[src/rtl/noise_stat_monitor.sv]
// Windowed statistics over a signed 16-bit sample stream: after 2**LOG2N accepted
// samples, reports floor mean, clamped variance and peak magnitude with a done pulse.
module noise_stat_monitor #(
   parameter int unsigned LOG2N = 10
) (
   input  logic        clk,
   input  logic        nreset,
   input  logic        start,
   input  logic        in_valid,
   input  logic [15:0] in_data,
   output logic        busy,
   output logic        done,
   output logic [15:0] mean,
   output logic [31:0] variance,
   output logic [15:0] peak
);

   localparam int unsigned SW = 16 + LOG2N;
   localparam int unsigned QW = 31 + LOG2N;
   localparam int unsigned CW = LOG2N + 1;
   localparam logic [CW-1:0] LAST = CW'((2 ** LOG2N) - 1);

   localparam logic [1:0] IDLE  = 2'd0;
   localparam logic [1:0] ACC   = 2'd1;
   localparam logic [1:0] CALC1 = 2'd2;
   localparam logic [1:0] CALC2 = 2'd3;

   logic [1:0]    state_q, state_d;
   logic [SW-1:0] sum_q, sum_d;
   logic [QW-1:0] sumsq_q, sumsq_d;
   logic [15:0]   peak_r_q, peak_r_d;
   logic [CW-1:0] count_q, count_d;
   logic [15:0]   mean_r_q, mean_r_d;
   logic [30:0]   msq_r_q, msq_r_d;
   logic          busy_q, busy_d;
   logic          done_q, done_d;
   logic [15:0]   mean_q, mean_d;
   logic [31:0]   var_q, var_d;
   logic [15:0]   peak_q, peak_d;

   logic signed [31:0] in_ext;
   logic signed [31:0] mean_ext;
   logic [31:0]        sq_in;
   logic [31:0]        mean_sq;
   logic [31:0]        msq_ext;
   logic [15:0]        abs_in;

   // 16-bit magnitude is exact: |-32768| = 16'h8000 read as unsigned.
   assign abs_in   = in_data[15] ? (~in_data + 16'd1) : in_data;
   assign in_ext   = {{16{in_data[15]}}, in_data};
   assign sq_in    = in_ext * in_ext;
   assign mean_ext = {{16{mean_r_q[15]}}, mean_r_q};
   assign mean_sq  = mean_ext * mean_ext;
   assign msq_ext  = {1'b0, msq_r_q};

   always_comb begin
      state_d  = state_q;
      sum_d    = sum_q;
      sumsq_d  = sumsq_q;
      peak_r_d = peak_r_q;
      count_d  = count_q;
      mean_r_d = mean_r_q;
      msq_r_d  = msq_r_q;
      busy_d   = busy_q;
      done_d   = 1'b0;
      mean_d   = mean_q;
      var_d    = var_q;
      peak_d   = peak_q;
      case (state_q)
         IDLE: begin
            if (start) begin
               sum_d    = '0;
               sumsq_d  = '0;
               peak_r_d = '0;
               count_d  = '0;
               busy_d   = 1'b1;
               state_d  = ACC;
            end
         end
         ACC: begin
            if (in_valid) begin
               sum_d   = sum_q + {{LOG2N{in_data[15]}}, in_data};
               sumsq_d = sumsq_q + QW'(sq_in);
               if (abs_in > peak_r_q) peak_r_d = abs_in;
               count_d = count_q + CW'(1);
               if (count_q == LAST) state_d = CALC1;
            end
         end
         CALC1: begin
            // Upper bits of the accumulators are the arithmetic/logical shift by LOG2N.
            mean_r_d = sum_q[SW-1:LOG2N];
            msq_r_d  = sumsq_q[QW-1:LOG2N];
            state_d  = CALC2;
         end
         CALC2: begin
            mean_d  = mean_r_q;
            var_d   = (msq_ext >= mean_sq) ? (msq_ext - mean_sq) : '0;
            peak_d  = peak_r_q;
            done_d  = 1'b1;
            busy_d  = 1'b0;
            state_d = IDLE;
         end
         default: state_d = IDLE;
      endcase
   end

   always_ff @(posedge clk or negedge nreset) begin
      if (!nreset) begin
         state_q  <= IDLE;
         sum_q    <= '0;
         sumsq_q  <= '0;
         peak_r_q <= '0;
         count_q  <= '0;
         mean_r_q <= '0;
         msq_r_q  <= '0;
         busy_q   <= 1'b0;
         done_q   <= 1'b0;
         mean_q   <= '0;
         var_q    <= '0;
         peak_q   <= '0;
      end else begin
         state_q  <= state_d;
         sum_q    <= sum_d;
         sumsq_q  <= sumsq_d;
         peak_r_q <= peak_r_d;
         count_q  <= count_d;
         mean_r_q <= mean_r_d;
         msq_r_q  <= msq_r_d;
         busy_q   <= busy_d;
         done_q   <= done_d;
         mean_q   <= mean_d;
         var_q    <= var_d;
         peak_q   <= peak_d;
      end
   end

   assign busy     = busy_q;
   assign done     = done_q;
   assign mean     = mean_q;
   assign variance = var_q;
   assign peak     = peak_q;

endmodule

[config.mk]
export PLATFORM = sky130hd
export DESIGN_NAME = noise_stat_monitor
export DESIGN_NICKNAME = d
export VERILOG_FILES = /design/src/rtl/noise_stat_monitor.sv
export SDC_FILE = /design/constraint.sdc
export NUM_CORES = 2
export LEC_CHECK = 0
export ABC_AREA = 1
export CELL_PAD_IN_SITES_DETAIL_PLACEMENT = 2
export CELL_PAD_IN_SITES_GLOBAL_PLACEMENT = 2
export CORE_MARGIN = 5
export CORE_UTILIZATION = 42
export DETAILED_ROUTE_END_ITERATION = 8
export GPL_ROUTABILITY_DRIVEN = 0
export PLACE_DENSITY_LB_ADDON = 0.1
export SLEW_MARGIN = 40
export SYNTH_ARGS = -nofsm -noshare
export SYNTH_HDL_FRONTEND = slang
export SYNTH_SLANG_ARGS = --single-unit
[constraint.sdc]
create_clock -name clk -period 16.13 [get_ports clk]
set_input_delay 4.839 -clock clk [delete_from_list [all_inputs] [get_ports clk]]
set_output_delay 4.839 -clock clk [all_outputs]
set_load 0.02 [all_outputs]
==> impl_metrics.yaml <==
outcome:
  status: "finished clean"
clock_network:
  htreeDepth: 1
  cts_made_buffers: 29
  cts_resized: 0
  clkLatencyLatePin_ps: 610
  clk_pin_slew_ps: 60
  post_cts_buffers: 0
  clock_sinks: 209
  hold_buffers: 0
  clock-root-buffer: "clkbuf_16"
  cts_buffer_depth: 3
  cts_tree: "done"
logic_synthesis:
  synth-edff-count: 0
  syn_nets: 5122
  synth-async-reset-ratio_pct: 100.0
  synth_cells: 4335
  synth_area_um2: 33470
  synth-seq-cells: 209
  syn_area_per_cell_um2: 7.720
  seq_area_frac_synth_pct: 15.63
  yosysWarnings: 0
  synth_flop_cell: "dfrtp_1"
  ys_types: 57
timing:
  setup_violations: 0
  slew_headroom_pct: 41.36
  setup_tns_ps: 0
  tightest_slew_ps: 879.6
  fmax_ghz: 0.07887
  drv_slew: 0
  hold_viol: 0
  rsz0062_at_grt: "false"
  finClkSkew_ps: 42.16
  finalCriticalPeriod_ps: 12680
  min_period_over_period_pct: 78.61
  setup_slack_ps: 3451
floorplan:
  die_h_um: 292.3
  start_util_pct: 42.36
  ios: 86
  die_x_um: 292.3
  coreArea_um2: 79000
  die_area_um2: 85430
  num_rows: 103
setup_path:
  cp.required_ps: 16620
  arrival_ps: 13170
  worstSetupPathType: "in -> reg"
  cp-end-kind: "flop"
  slowest_stage: "fa_1"
  reg2reg_slack_ps: 7510
  critPathMaxStageDelay_ps: 670
  cpMostUsedCell: "inv_1"
  startpoint_type: "input pin"
  crit_fanout: 14
grt:
  grt-ovfl-total: 0
  grt_pass1_wl_mm: 200.5
  antenna_found_initial: 1
  grt_pass1_vias: 34630
  track_usage_pct: 29.72
  grt_max_degree: 90
placement:
  dp_slack_ps: 2899
  post_dp_cell_area_um2: 35340
  dp_hpwl_mm: 105.3
  placed_cells: 5385
  port_buffers: 85
cells_and_area:
  nets: 5155
  register_area_um2: 5238
  antennaDiodeCount: 0
  fillers: 9106
  multi_input_area_um2: 23850
  fin_cells: 5439
  fin_area_um2: 36360
  syn_to_final_growth_pct: 8.640
  drive_gt1_share_pct: 4.876
detailed_routing:
  dr.pass1.iters: 4
  vias: 29021
  antenna_left: 0
  via_per_inst: 5.336
  route.detailed.drc: 0
  drtIter0Drc: 1148
  wire_per_inst_um: 23.35
  finalWirelength_mm: 127.0
hold_path:
  hold_path_class: "reg -> reg"
run:
  cap_violations: 0
==> metrics by stage <==
stage	hold WS (ps)	util [%]
floorplan	441.9	-
global placement	455.5	44.72
detailed placement	470.7	44.73
CTS	487.4	45.98
global route	505.0	46.02
finish	480.3	46.02
==> state kept, by name, summed over array words and instances, names as in the netlist <==
signal / cells
peak_r_q: 16
state_q: 2
variance: 32
busy: 1
sum_q: 26
peak: 16
count_q: 11
mean: 16
mean_r_q: 16
done: 1
sumsq_q: 41
msq_r_q: 31
==> layout by cell type, fill, tap and decap left out, types with 6 or more instances in the layout <==
master           count
xnor2_1             32
o211ai_1             6
xor2_1              61
clkinv_2             6
clkdlybuf4s50_1     80
o21bai_1            19
dfrtp_1            203
mux2_2              28
a21o_1              24
or2_2                8
nand3_1            115
fa_1               477
o21a_1              10
nor3_1              43
a31oi_1             11
nand4_1             28
nor2_2               6
nand3b_1             6
inv_2               12
o21ai_0            220
dfrtp_2              6
clkbuf_16           29
nand2_1            972
buf_4               22
nor4_1               7
o21ai_1              9
ha_1               288
nor2_1             280
nand3_2             35
nand2_2             10
a21oi_1            222
inv_1             1025
o31ai_1              7
==> critical path, delay by kind of cell <==
family        cells  cell delay (ps)
fa+ha+maj         8             4150
simple gates     15             2490
buf+inv           9             1660
==> path summary, 6_finish.rpt <==
check,start,endpoint,cells past startpoint
max in group asynchronous,nreset,mean_r_q[14],2
worst max-delay path,in_data[1],sumsq_q[34],32
worst min-delay path,peak[0],peak[0],2
worst max register to register,mean_r_q[4],variance[0],31
worst min register to register,peak[0],peak[0],2
min in group asynchronous,nreset,peak_r_q[5],1
==> synth_stat cells (35+ instances only) <==
library cell	instances	area (µm²)
nor3_1	43	215.2
clkbuf_1	81	304.0
fa_1	477	9549
ha_1	290	3628
o21ai_0	220	1101
xor2_1	61	534.3
nand3_1	115	575.6
a21oi_1	222	1111
dfrtp_1	209	5230
nand3_2	35	350.3
inv_1	1026	3851
nand2_1	972	3649
nor2_1	280	1051
==> cells by family (layout without fill, tap and decap cells) <==
family / Yosys count / after routing / synth area share (%)
compound gates: 558 / 558 / 9.175
simple gates: 1528 / 1528 / 19.20
fa+ha+maj: 767 / 767 / 39.37
mux: 29 / 29 / 0.9720
xor+xnor: 94 / 94 / 2.482
buf+inv: 1150 / 1204 / 13.17
flops: 209 / 209 / 15.63
==> area by class of cell <==
cell class | instances | area share (%)
Sequential cell | 209 | 14.41
Inverter | 1039 | 10.73
Clock buffer | 33 | 2.065
Tap cell | 1050 | 3.613
Multi-Input combinational cell | 2976 | 65.59
Timing Repair Buffer | 113 | 2.963
Clock inverter | 19 | 0.6332
==> metal layers <==
layer / global-route usage [%] / share of wire [%] / vias up
met1: 35.34 / 41 / 15041
met4: 10.19 / 4.0 / 2
met2: 56.16 / 53 / 503
met3: 2.676 / 2.9 / 239
li1: - / - / 13236
met5: 0 / 0.0071 / -
Power is not shown: default switching activity piles up to over one toggle a cycle in this logic, so the estimate is an artifact.
